`src/rtl/rob.sv`:
```
// Reorder buffer: circular queue of in-flight instructions, allocated in order and retired in order.
// Latency: tag usable on CDB one edge after allocation; commit appears one cycle after the result is captured.
// Backpressure: allocation refused while full (ID retries); at most one retire per cycle.
module rob #(
  parameter int DEPTH  = 8,
  parameter int TAG_W  = 4,
  parameter int DATA_W = 32,
  parameter int REG_W  = 5,
  parameter int OP_W   = 6
) (
  input  logic              clk,
  input  logic              rst,
  input  logic              flush,
  input  logic              alloc_req,
  input  logic [REG_W-1:0]  alloc_rd,
  input  logic              alloc_rd_en,
  input  logic [OP_W-1:0]   alloc_op,
  output logic [TAG_W-1:0]  avail_tag,
  output logic              full,
  output logic [TAG_W:0]    count,
  input  logic              cdb_valid,
  input  logic [TAG_W-1:0]  cdb_tag,
  input  logic [DATA_W-1:0] cdb_val,
  output logic              commit_valid,
  output logic              wb_en,
  output logic [REG_W-1:0]  wb_rd,
  output logic [TAG_W-1:0]  wb_tag,
  output logic [DATA_W-1:0] wb_val
);

  localparam int PTR_W = (DEPTH > 1) ? $clog2(DEPTH) : 1;
  localparam logic [TAG_W-1:0] TAG_INVALID = '1;
  localparam logic [PTR_W-1:0] PTR_ONE = 1;

  // Per-entry status bits (reset) and payload (no reset needed, always written before use)
  logic [DEPTH-1:0]  busy;
  logic [DEPTH-1:0]  ready;
  logic [DEPTH-1:0]  rd_en_q;
  logic [REG_W-1:0]  rd_q  [DEPTH];
  logic [OP_W-1:0]   op_q  [DEPTH];
  logic [DATA_W-1:0] val_q [DEPTH];

  logic [PTR_W-1:0]  head;
  logic [PTR_W-1:0]  tail;
  logic [TAG_W:0]    count_q;

  logic              alloc_ok;
  logic              retire;
  logic              cap_ok;
  logic [PTR_W-1:0]  cap_idx;
  logic              clear;

  // Opcode of the oldest entry, kept visible for debug probing only.
  logic [OP_W-1:0]   head_op_unused;

  assign clear     = rst || flush;
  assign full      = (count_q == (TAG_W+1)'(DEPTH));
  assign count     = count_q;
  assign avail_tag = full ? TAG_INVALID : TAG_W'(tail);

  // Full is judged on registered state, so a retire at the same edge does not admit an alloc.
  assign alloc_ok  = alloc_req && !full;
  // Retire only looks at the registered ready bit: one-cycle capture-to-commit.
  assign retire    = busy[head] && ready[head];
  assign cap_idx   = cdb_tag[PTR_W-1:0];
  // Out-of-range tags (including the invalid tag) and stale tags of freed entries are ignored.
  assign cap_ok    = cdb_valid && (cdb_tag < TAG_W'(DEPTH)) && busy[cap_idx];

  assign head_op_unused = op_q[head];

  // Status bits, pointers, occupancy and registered retire port; flush behaves like reset.
  always_ff @(posedge clk) begin
    if (clear) begin
      busy         <= '0;
      ready        <= '0;
      head         <= '0;
      tail         <= '0;
      count_q      <= '0;
      commit_valid <= 1'b0;
      wb_en        <= 1'b0;
      wb_rd        <= '0;
      wb_tag       <= TAG_INVALID;
      wb_val       <= '0;
    end else begin
      if (cap_ok) begin
        ready[cap_idx] <= 1'b1;
      end
      if (retire) begin
        busy[head]   <= 1'b0;
        ready[head]  <= 1'b0;
        head         <= head + PTR_ONE;
        commit_valid <= 1'b1;
        wb_en        <= rd_en_q[head] && (rd_q[head] != '0);
        wb_rd        <= rd_q[head];
        wb_tag       <= TAG_W'(head);
        wb_val       <= val_q[head];
      end else begin
        commit_valid <= 1'b0;
        wb_en        <= 1'b0;
      end
      // Tail entry is never busy when not full, so this cannot collide with capture or retire.
      if (alloc_ok) begin
        busy[tail]  <= 1'b1;
        ready[tail] <= 1'b0;
        tail        <= tail + PTR_ONE;
      end
      count_q <= count_q + (TAG_W+1)'(alloc_ok) - (TAG_W+1)'(retire);
    end
  end

  // Entry payload: destination/opcode on allocation, result value on capture.
  always_ff @(posedge clk) begin
    if (!clear && alloc_ok) begin
      rd_q[tail]    <= alloc_rd;
      rd_en_q[tail] <= alloc_rd_en;
      op_q[tail]    <= alloc_op;
    end
    if (!clear && cap_ok) begin
      val_q[cap_idx] <= cdb_val;
    end
  end

endmodule

```
`config.mk`:
```
export PLATFORM = sky130hd
export DESIGN_NAME = rob
export DESIGN_NICKNAME = d
export VERILOG_FILES = /design/src/rtl/rob.sv
export SDC_FILE = /design/constraint.sdc
export NUM_CORES = 1
export LEC_CHECK = 0
export BUFFER_PORTS_ARGS = -buffer_cell sky130_fd_sc_hd__buf_2
export CAP_MARGIN = 10
export CORE_UTILIZATION = 35
export DETAILED_ROUTE_END_ITERATION = 16
export HOLD_SLACK_MARGIN = 0.1
export SYNTH_ARGS = -nofsm -noshare
export SYNTH_HDL_FRONTEND = slang
export SYNTH_SLANG_ARGS = --single-unit
export TNS_END_PERCENT = 30
```
`constraint.sdc`:
```
create_clock -name clk -period 10.95 [get_ports clk]
set_input_delay 1.6425 -clock clk [delete_from_list [all_inputs] [get_ports clk]]
set_output_delay 1.6425 -clock clk [all_outputs]
set_load 0.01 [all_outputs]
```
; Word-level counts from Yosys, hierarchy flattened
; Memories as Yosys holds them, arrays and structs flattened. A register that Yosys moved wholly into a read port is not among the register bits.
; Cells that the tools add are included.
; Widths: inputs -> output; s select.
[word_totals]
reg_bits = 46
ramBits = 296
output_inout_bits = 53
elab_cells = 78
n_memories = 2
[classes]
n_addsub = 4
n_lt_le_gt_ge = 7
n_eq_ne = 1
muxes = 31
bitwise_logic = 8
reduce_logical = 15
[mem_list]
columns = memory, words, word_bits, read_ports, rd_clocked_by_memory_dff, wr, line_no
row1 = val_q, 8, 32, 1, 1, 1, 41  ; logic [DATA_W-1:0] val_q [DEPTH];
row2 = rd_q, 8, 5, 1, 1, 1, 39  ; logic [REG_W-1:0] rd_q [DEPTH];
[op_table]
columns = cell, n
row1 = $mux 8, 8
row2 = $and 8x8->8, 3
row3 = $not 8->8, 2
row4 = $or 8x8->8, 2
row5 = $bmux 1 s3, 4
row6 = $lt 3x4->1 const B, 3
row7 = $mux 1, 12
row8 = $logic_and 1x1->1, 10
row9 = $demux 1 s3, 3
row10 = $ge 3x1->1 const B, 3
row11 = $bwmux 8, 1
row12 = $add 3x1->3 const B, 2
row13 = $mux 3, 2
row14 = $add 5x1->5, 1
row15 = $eq 5x4->1 const B, 1
row16 = $reduce_bool 5->1, 1
row17 = $sub 5x1->5, 1
row18 = $lt 4x4->1 const B, 1
row19 = $mux 4, 1
row20 = $logic_not 1->1, 2
row21 = $reduce_or 2->1, 1
row22 = $logic_or 1x1->1, 1
row23 = $not 1->1, 1

; Logic depth before layout (Yosys ltp)
; Gate-level depths: netlist of run 1.
[depth]
depth_word = 12
mapped_depth = 18
mapped_depth_nobuf = 14

; Worst setup path after synthesis of run 1
; No wires, ideal clock.
[synth_path]
path_kind = input -> register
startpoint = in cdb_tag[1]
endpoint = mem val_q[0][0] (enable)
arrival_ns = 4.756
t_required_ns = 10.489
setup_slack_ns = 5.733
cell_stages = 5
n_path_buf = 1
path_cell_list = clkbuf_1 > mux4_2 > and4bb_2 > nand2_1 > nor3_1
[synth_between]
elab_chain_cells = 6
word_cells_on_any_way = 8
classes_between = order compare: 1 / mux: 4 / reduce/logical: 3
[synth_lines]
columns = element, line_no
row1 = start: declaration, 22  ; input logic [TAG_W-1:0] cdb_tag,
row2 = $lt 4x4->1 or $bmux 1 s3 (tied branches), 67  ; assign cap_ok = cdb_valid && (cdb_tag < TAG_W'(DEPTH)) && busy[cap_idx];
row3 = $logic_and 1x1->1 or $mux 1 (tied branches), 67
row4 = $logic_and 1x1->1, 67
row5 = $logic_and 1x1->1, 118  ; if (!clear && cap_ok) begin
row6 = $mux 1, 118
row7 = $mux 1 (implied by the code), 119  ; val_q[cap_idx] <= cdb_val;
row8 = end: declaration, 41
; Several ways; a longest one is shown, not always the timed one. The select of a mux whose other input is x is not followed.

; Worst setup path in the final report of run 1
[layout_path]
startpoint = reg head[0]
endpoint = reg count_q[4] (netlist: count[4])
[layout_between]
elab_chain_cells = 4
word_cells_on_any_way = 6
classes_between = add/sub: 1 / mux: 4 / reduce/logical: 1
[layout_lines]
columns = element, line_no
row1 = start: declaration, 43  ; logic [PTR_W-1:0] head;
row2 = start signal: assignment, 91  ; head <= head + PTR_ONE;
row3 = $bmux 1 s3, 64  ; assign retire = busy[head] && ready[head];
row4 = $mux 1 (implied by the code), 64
row5 = $logic_and 1x1->1 *, 64
row6 = $sub 5x1->5 *, 107  ; count_q <= count_q + (TAG_W+1)'(alloc_ok) - (TAG_W+1)'(retire);
row7 = end signal: assignment, 107
row8 = end: declaration, 45  ; logic [TAG_W:0] count_q;
; Every way passes the cells marked *; elsewhere a longest branch is shown, timed or not. The select of a mux whose other input is x is not followed.
; A chain may end at the register's enable or synchronous reset.

==> impl_metrics.tcl, run 1 <==
set metrics [dict create \
    status "completed" \
    hold_viol_final 0 \
    first_iter_violations 591 \
    gr-total-overflow 0 \
    r2r-end "count[4]$_SDFF_PP0_" \
    reg2reg_slack_ns 6.40 \
    critPathBufInv 6 \
    worstPathCellList "buf_4 > inv_1 > a32o_2 > o31ai_4 > inv_2 > ha_1 > inv_1 > ha_1 > inv_1 > fa_1 > inv_1 > a21o_1 > a21oi_1 > xnor2_1 > nor2_1" \
    async_flop_share_pct 0 \
    final.setup_skew_ns 0.0153 \
    postRouteWirelength_um 35700 \
    place_area_sq_mm 0.0159 \
    first_global_vias 8322 \
    insertion_delay_ns 0.55 \
    syn_area_sq_mm 0.0148 \
    viasPerCell 5.28 \
    cp_max_fo 50 \
    p_per_area_mw_per_mm2 172 \
    vdd.ir_drop.worst_uv 132 \
    final_cell_mix "304 x edfxtp_1, 99 x buf_2, 74 x nor2_1" \
    vias 8447 \
    clkTransAtPathRegs_ns 0.06 \
    period_share_pct 41.5 \
    critPathKind "flop to flop" \
    p_sw_mw 0.581 \
    avgSynthCellArea_sq_um 15.9 \
    worst_pin_slew_ns 1.14 \
    grt_usage_pct 16.5 \
    synth_warnings 0 \
    tns_ns 0 \
    cts_sinks 377 \
    final_common_cell "edfxtp_1" \
    gp_congestion 0.807 \
    synth-seq-cells 377 \
    grt_max_degree 68 \
    hold_path.class "flop to flop" \
    clk_path_buf_depth 3 \
    dieWidth_um 208 \
    critPathRequiredTime_ns 11.35 \
    drive_above_1_share_pct 26.2 \
    slew_headroom_pct 24.2 \
    cts-htree-levels 2 \
    die_y_um 208 \
    drc_errors 0 \
    timing.rr.start "head[0]$_SDFFE_PP0N_" \
    leakage_nw 5.66 \
    cp_slowest_cell "o31ai_4" \
    startpoint_type "flop" \
    nets 1096 \
    p_int_mw 2.39 \
    pwr-share-clk_pct 46.3 \
    min_delay_path_depth 2 \
    synth-main-ff-cell "edfxtp_1" \
    antenna_found_initial 3 \
    cts_made_buffers 40 \
    ys_seq_area_share_pct 71.6 \
    coreArea_sq_mm 0.0413 \
    pin_count 106 \
    crit_top_cell "inv_1" \
    synth_cell_types 68 \
    cts_resized 0 \
    maxSlewViolCount 0 \
    rsz0062_at_grt "false" \
    worstSetupEndpointType "flop" \
    placementRows 74 \
    die-area_sq_mm 0.0431 \
    port_buffers 99 \
    max_freq_ghz 0.220 \
    root_buffer "clkbuf_16" \
    synthCells 932 \
    cts_setup_buffers 0 \
    design_area_sq_mm 0.0172 \
    p_sw_share_pct 19.6 \
    cts_tree "built" \
    p_comb_share_pct 1.6 \
    grt_pass1_wl_um 53100 \
    drv_cap 0 \
    cp.arrival_ns 4.95 \
    period_minus_slack_ns 4.55 \
    crit_family "compound AO/OA/AOI/OAI gates" \
    hold_end "wb_val[19]$_SDFFE_PP0N_" \
    avgRoutedWirePerCell_um 22.4 \
    hpwl_um 20300 \
    worstHoldStart "wb_val[19]$_SDFFE_PP0N_" \
    area_growth_pct 16.5 \
    setup_viol 0 \
    drt_pass1_iterations 4 \
    synth_edf_count 304 \
    power_frac_seq_pct 52.2 \
    syn_nets 994 \
    holdBufCountCts 0 \
    ant_nets 0 \
    start_util_pct 35.8 \
    reg2regPathDepth 15 \
    cpPeakStageDelay_ns 0.96 \
]
[Yosys cell counts, drive strengths merged, types with 2 or more instances]
cell type    n  area (sq um)
o211ai       4          30.0
a311o        2          20.0
xnor2        4          35.0
nor2b        6          37.5
a22oi       17           128
a221o        2          20.0
and3b        2          17.5
inv         15          56.3
a21o         3          22.5
nor2        80           300
buf         35           198
o21ai       22           114
mux4        30           676
and2         4          25.0
edfxtp     304          9130
mux2i       45           450
nand3       10          50.1
a31oi        5          31.3
o31ai        3          36.3
a22o         4          35.0
a221oi      20           175
a41oi        4          35.0
a21oi       40           204
a211oi      36           355
clkbuf      26          97.6
and3         2          12.5
ha           8           100
xor2         3          26.3
o2bb2ai      2          17.5
o2111ai      2          17.5
nor3b        2          15.0
o22ai        6          37.5
mux2        32           360
o311ai       3          33.8
dfxtp       73          1460
nor3        18          90.1
nand2b       3          18.8
nand2       34           128
a2111oi      4          38.8
[sequential cells by signal, indices dropped and copies added, names as in the netlist, named ones only]
signal / flops
busy: 8
commit_valid: 1
count: 5
head: 3
rd_en_q: 8
rd_q: 40
ready: 8
tail: 3
val_q: 256
wb_en: 1
wb_rd: 5
wb_tag: 4
wb_val: 32
[how the worst max path moves through the flow]
stage	from	endpoint	depth (start not counted)
floorplan	cdb_tag[1]	val_q[0][0]$_DFFE_PP_	5
global placement	head[0]$_SDFFE_PP0N_	count[4]$_SDFF_PP0_	15
detailed placement	head[0]$_SDFFE_PP0N_	count[4]$_SDFF_PP0_	15
CTS	head[0]$_SDFFE_PP0N_	count[4]$_SDFF_PP0_	15
global route	head[0]$_SDFFE_PP0N_	count[4]$_SDFF_PP0_	15
finish	head[0]$_SDFFE_PP0N_	count[4]$_SDFF_PP0_	15
[kinds of logic after synthesis]
kind of cell	synth area share, %
fa+ha+maj	0.812
flops	71.6
simple gates	5.15
mux	10.0
xor+xnor	0.414
buf+inv	2.40
compound gates	9.60
[layout make-up]
cell class / instances / area, sq um
Fill cell: 3787 / 24100
Tap cell: 532 / 666
Multi-Input combinational cell: 478 / 3910
Clock inverter: 12 / 193
Sequential cell: 377 / 10600
Clock buffer: 62 / 1150
Inverter: 16 / 60.1
Timing Repair Buffer: 121 / 661
Antenna cell: 1 / 2.50
[through the flow]
step	util, %	setup slack, ns	instances	hold slack (ns)	power (mW)
3_3_place_gp	38.5	6.41	1524	0.429	1.62
2_1_floorplan	-	5.73	932	0.461	1.60
6_report	41.7	6.40	1599	0.450	2.97
5_1_grt	41.7	6.10	1598	0.483	3.07
3_5_place_dp	38.5	6.41	1524	0.445	1.63
4_1_cts	41.7	6.39	1598	0.454	3.00
[per-layer routing]
layer / routed length, um / global-route usage (%) / share of wire, %
met3: 1760 / 3.15 / 4.9
met1: 15700 / 21.7 / 44
met4: 924 / 5.33 / 2.6
met2: 17400 / 27.5 / 49
met5: 25 / 0 / 0.070
[worst register-to-register path, delay by kind of cell, from the launching register on]
family	cells	cell delay (ns)
AO/OA/AOI/OAI	4	1.51
flip-flops	1	0.84
AND/OR/NAND/NOR	1	0.05
XOR/XNOR	1	0.16
buffers and inverters	6	1.05
adder cells (fa/ha/maj)	3	0.80
[power groups by stage]
stage | Sequential (mW) | Clock, mW | Combinational, mW
after floorplan | 1.58 | 0 | 0.0168
after global placement | 1.58 | 0 | 0.0443
after detailed placement | 1.58 | 0 | 0.0462
after CTS | 1.55 | 1.41 | 0.0464
after global routing | 1.55 | 1.47 | 0.0508
final | 1.55 | 1.37 | 0.0463
Power figures use the tool's default switching activity.
==> run 2: changes to the inputs <==
Settings changed: ABC_AREA set to 1.
Clock period 10.95 ns to 4.7 ns, I/O delays scaled along.
==> impl_metrics.tcl, run 2 <==
set metrics [dict create \
    status "completed" \
    root_buffer "clkbuf_16" \
    syn_area_sq_mm 0.0153 \
    synth_warnings 0 \
    reg2reg_slack_ns 1.07 \
    grt_usage_pct 16.4 \
    reg2regPathDepth 17 \
    area.sequential_sq_mm 0.0106 \
    drt_pass1_iterations 6 \
    cp_slowest_cell "dfxtp_1" \
    drc_errors 0 \
    start_util_pct 35.5 \
    final_common_cell "nand2_1" \
    max_freq_ghz 0.275 \
    dr_wl_met2_um 17400 \
    highest_layer "met5" \
    die-area_sq_mm 0.0445 \
    avgRoutedWirePerCell_um 16.7 \
    drive_above_1_share_pct 12.9 \
    cts_sinks 377 \
    clkTransAtPathRegs_ns 0.06 \
    clk_path_buf_depth 3 \
    worstPathCellList "buf_4 > nor2_2 > buf_4 > nand3_1 > nand2_1 > nor2_1 > nand2_1 > nand2_2 > inv_1 > ha_1 > inv_1 > ha_1 > inv_1 > fa_1 > o31ai_1 > o21ai_0 > a21oi_1" \
    crit_family "adder cells" \
    hold_viol_final 0 \
    hold_path.class "primary input to flop" \
    hold_end "val_q[6][0]$_DFFE_PP_" \
    grt_pass1_wl_um 55200 \
    largest_reg_flops 256 \
    antenna_found_initial 6 \
    rsz0062_at_grt "false" \
    nets 1636 \
    synth_cell_types 29 \
    postRouteWirelength_um 36600 \
    cp.arrival_ns 4.11 \
    synth_area_leaders "edfxtp_1 60%, nand2_1 11%, dfxtp_1 9.6%" \
    synthCells 1474 \
    gp_congestion 0.827 \
    dieWidth_um 211 \
    port_buffers 99 \
    cts_setup_buffers 0 \
    multi_input_area_sq_mm 0.00403 \
    synth-main-ff-cell "edfxtp_1" \
    worstHoldStart "cdb_val[0]" \
    vias 10400 \
    drv_cap 0 \
    viasPerCell 4.73 \
    first_iter_violations 754 \
    coreArea_sq_mm 0.0431 \
    syn_nets 1536 \
    final.setup_skew_ns 0.0147 \
    largest_register "val_q" \
    die_y_um 211 \
    period_minus_slack_ns 3.63 \
    r2r-end "count[4]$_SDFF_PP0_" \
    holdBufCountCts 0 \
    cts_made_buffers 42 \
    tns_ns 0 \
    design_area_sq_mm 0.0179 \
    cp_max_fo 23 \
    gr-total-overflow 0 \
    place_area_sq_mm 0.0165 \
    period_share_pct 77.3 \
    cts_resized 0 \
    top_regs "val_q x256, rd_q x40, wb_val x32" \
    fillCellCount 4068 \
    wl_met3_um 2120 \
    async_flop_share_pct 0 \
    yosys.area.top_type_share_pct 59.7 \
    startpoint_type "flop" \
    placementRows 76 \
    grt_max_degree 69 \
    ant_nets 0 \
    cpPeakStageDelay_ns 0.63 \
    maxSlewViolCount 0 \
    leakage_nw 6.99 \
    area_growth_pct 17.2 \
    synth_edf_count 304 \
    worst_pin_slew_ns 1.05 \
    setup_viol 0 \
    insertion_delay_ns 0.55 \
    min_delay_path_depth 1 \
    synth-seq-cells 377 \
    ys_seq_area_share_pct 69.3 \
    avgSynthCellArea_sq_um 10.4 \
    critPathBufInv 5 \
    timing.rr.start "head[2]$_SDFFE_PP0N_" \
    worstSetupEndpointType "flop" \
    cts_tree "built" \
    p_per_area_mw_per_mm2 401 \
    crit_top_cell "inv_1" \
    vdd.ir_drop.worst_uv 227 \
    synth_commonest_cells "440 x nand2_1, 304 x edfxtp_1, 197 x nor2_1, 104 x nand3_1, 100 x inv_1" \
    hpwl_um 21500 \
    yosysMostFrequentCell "nand2_1" \
    pin_count 106 \
    cts-htree-levels 2 \
    wl_met1_um 16300 \
    critPathKind "flop to flop" \
    final_cell_mix "440 x nand2_1, 304 x edfxtp_1, 193 x nor2_1" \
    synth_largest_area_cell "edfxtp_1" \
    slew_headroom_pct 29.8 \
    first_global_vias 9569 \
    critPathRequiredTime_ns 5.18 \
]
==> run 2: cell count changes after synthesis, sizes merged, moves of 30 or more <==
cell	change
nand3	+94
nor2	+119
inv	+88
a211oi	-36
mux4	-30
nand2	+407
mux2i	-45
o21ai	+38
nand4	+30
mux2	-32
==> run 2: power breakdown <==
part           total, mW  switching (mW)  internal (mW)
Sequential          3.61         0.00325           3.61
Clock               3.45            1.32           2.13
Combinational      0.122          0.0898         0.0321
==> run 2: worst max path at each step <==
stage | startpoint | to | slack (ns) | depth (start not counted)
after global routing | head[2]$_SDFFE_PP0N_ | count[4]$_SDFF_PP0_ | 0.71 | 17
after floorplan | cdb_tag[0] | val_q[0][0]$_DFFE_PP_ | 0.25 | 8
after detailed placement | head[2]$_SDFFE_PP0N_ | count[4]$_SDFF_PP0_ | 1.05 | 17
final | head[2]$_SDFFE_PP0N_ | count[4]$_SDFF_PP0_ | 1.07 | 17
after global placement | head[2]$_SDFFE_PP0N_ | count[4]$_SDFF_PP0_ | 1.06 | 17
after CTS | head[2]$_SDFFE_PP0N_ | count[4]$_SDFF_PP0_ | 1.03 | 17
==> run 2: final cells by class <==
| type | count | area share [%] |
|---|---|---|
| flip-flops and latches | 377 | 59.1 |
| multi-input cells | 921 | 22.5 |
| clock buffers | 54 | 6.46 |
| well taps | 585 | 4.09 |
| repair buffers | 128 | 3.98 |
| inverters | 104 | 2.19 |
| clock inverters | 23 | 1.68 |
| diodes | 2 | 0.0279 |
==> run 2: cell families after synthesis <==
group | count (synthesis) | share of synthesized area [%]
AOI/OAI and AO/OA | 118 | 3.94
xor gates and xnor gates | 3 | 0.172
adders and majority gates | 9 | 0.786
buffers and inverters | 176 | 4.77
DFF | 377 | 69.3
and+or+nand+nor | 791 | 21.1
==> run 2: metal layers <==
layer / global-route usage [%] / vias up
li1: - / 5127
met1: 21.8 / 4883
met2: 26.6 / 283
met3: 3.45 / 68
met4: 5.42 / 8
met5: 0 / -
==> run 2: through the flow <==
stage               utilization (%)  cells  setup WS (ns)  hold slack, ns  power (mW)
finish                         41.6   2194           1.07           0.416        7.18
global route                   41.6   2192          0.705           0.413        7.38
CTS                            41.6   2192           1.03           0.398        7.25
detailed placement             38.2   2115           1.05           0.439        3.80
global placement               38.2   2115           1.06           0.425        3.80
floorplan                         -   1474          0.250           0.421        3.73
==> run 3: changes to the inputs <==
Clock period 4.7 ns to 3.8 ns, I/O delays scaled along.
==> impl_metrics.tcl, run 3 (synthesis results as in run 2) <==
set metrics [dict create \
    r2r-end "count[4]$_SDFF_PP0_" \
    period_minus_slack_ns 3.12 \
    drc_errors 0 \
    maxSlewViolCount 0 \
    finalPower_mw 8.41 \
    reg2reg_slack_ns 0.68 \
    worstHoldStart "cdb_val[12]" \
    worstSetupEndpointType "flop" \
    leakage_nw 6.92 \
    cts_setup_buffers 0 \
    start_util_pct 35.5 \
    avgRoutedWirePerCell_um 16.9 \
    placementRows 76 \
    startpoint_type "flop" \
    gp_congestion 0.841 \
    cts_resized 0 \
    first_global_vias 9718 \
    final.setup_skew_ns 0.0151 \
    ant_nets 0 \
    grt_max_degree 73 \
    viasPerCell 4.73 \
    die-area_sq_mm 0.0445 \
    pin_count 106 \
    grt_usage_pct 16.5 \
    timing.rr.start "head[2]$_SDFFE_PP0N_" \
    root_buffer "clkbuf_16" \
    cts_tree "built" \
    cp_max_fo 16 \
    largest_reg_flops 256 \
    area_growth_pct 16.3 \
    crit_family "simple AND/OR/NAND/NOR gates" \
    hold_end "val_q[1][12]$_DFFE_PP_" \
    cp_slowest_cell "dfxtp_1" \
    gr-total-overflow 0 \
    vdd.ir_drop.worst_uv 266 \
    die_y_um 211 \
    hold_path.class "primary input to flop" \
    cts_made_buffers 41 \
    hold_viol_final 0 \
    grt_pass1_wl_um 55700 \
    setup_viol 0 \
    min_delay_path_depth 1 \
    p_per_area_mw_per_mm2 473 \
    dp_cells 2117 \
    hpwl_um 21800 \
    slew_headroom_pct 22.8 \
    max_freq_ghz 0.321 \
    dieWidth_um 211 \
    vias 10400 \
    reg2regPathDepth 16 \
    antenna_found_initial 7 \
    nets 1637 \
    cp.arrival_ns 3.61 \
    port_buffers 99 \
    worst_pin_slew_ns 1.16 \
    final_cell_mix "440 x nand2_1, 304 x edfxtp_1, 193 x nor2_1" \
    worstPathCellList "inv_2 > nor2_1 > nand2_1 > nor2_1 > nor2_1 > nand2_1 > nand2_2 > inv_1 > ha_1 > inv_1 > ha_1 > inv_1 > fa_1 > o31ai_1 > o21ai_0 > a21oi_1" \
    clkTransAtPathRegs_ns 0.06 \
    insertion_delay_ns 0.56 \
    drt_pass1_iterations 5 \
    status "completed" \
    diodes 0 \
    drv_cap 0 \
    cts-htree-levels 2 \
    drive_above_1_share_pct 12.6 \
    cpPeakStageDelay_ns 0.47 \
    cts_sinks 377 \
    period_share_pct 82.0 \
    final_common_cell "nand2_1" \
    critPathRequiredTime_ns 4.29 \
    coreArea_sq_mm 0.0431 \
    critPathKind "flop to flop" \
    largest_register "val_q" \
    rsz0062_at_grt "false" \
    top_regs "val_q x256, rd_q x40, wb_val x32" \
    clk_path_buf_depth 3 \
    holdBufCountCts 0 \
    postRouteWirelength_um 36900 \
    first_iter_violations 691 \
    instances_no_fill 2192 \
    critPathBufInv 4 \
]
## run 3: cell count changes in the layout (fill, tap and decap cells not counted), sizes merged
cell,delta
buf,+2
clkinvlp,-1
diode,-2
bufinv,-5
clkinv,+3
inv,+1
## run 3: how the worst max path moves through the flow
stage | start | to | slack, ns | cells after the start
detailed placement | head[2]$_SDFFE_PP0N_ | count[4]$_SDFF_PP0_ | 0.68 | 16
CTS | head[2]$_SDFFE_PP0N_ | count[4]$_SDFF_PP0_ | 0.68 | 16
global route | head[2]$_SDFFE_PP0N_ | count[4]$_SDFF_PP0_ | 0.37 | 16
floorplan | cdb_tag[0] | val_q[0][0]$_DFFE_PP_ | -0.51 | 8
global placement | head[2]$_SDFFE_PP0N_ | count[4]$_SDFF_PP0_ | 0.65 | 16
finish | head[2]$_SDFFE_PP0N_ | count[4]$_SDFF_PP0_ | 0.68 | 16
## run 3: stage by stage
stage                     TNS (ns)  hold WS, ns  setup slack (ns)  area, sq um  utilization, %
after detailed placement         0        0.437             0.680        16500            38.3
after floorplan             -63.62        0.421            -0.515        15300               -
after CTS                        0        0.241             0.677        17800            41.3
after global routing             0        0.258             0.367        17800            41.3
after global placement           0        0.425             0.649        16500            38.3
final                            0        0.272             0.683        17800            41.3
## run 3: final cells by class
type / count / area, sq um
clock inverter: 21 / 174
tap: 585 / 732
multi-input combinational: 921 / 4030
fill: 4102 / 25300
clock buffer: 54 / 1100
inverter: 104 / 392
sequential: 377 / 10600
timing repair buffer: 130 / 766
## run 3: routing by layer
layer / up-vias / global-route usage (%) / share of wire [%]
li1: 5130 / - / -
met3: 62 / 3.43 / 5.8
met5: - / 0 / 0.14
met1: 4906 / 21.9 / 45
met4: 8 / 5.32 / 2.1
met2: 261 / 27.0 / 47
## run 3: power breakdown
group	internal (mW)	switching, mW	total [mW]
clock	2.19	1.60	3.79
sequential	4.46	0.00413	4.46
combinational	0.0397	0.112	0.152
total	6.69	1.72	8.41
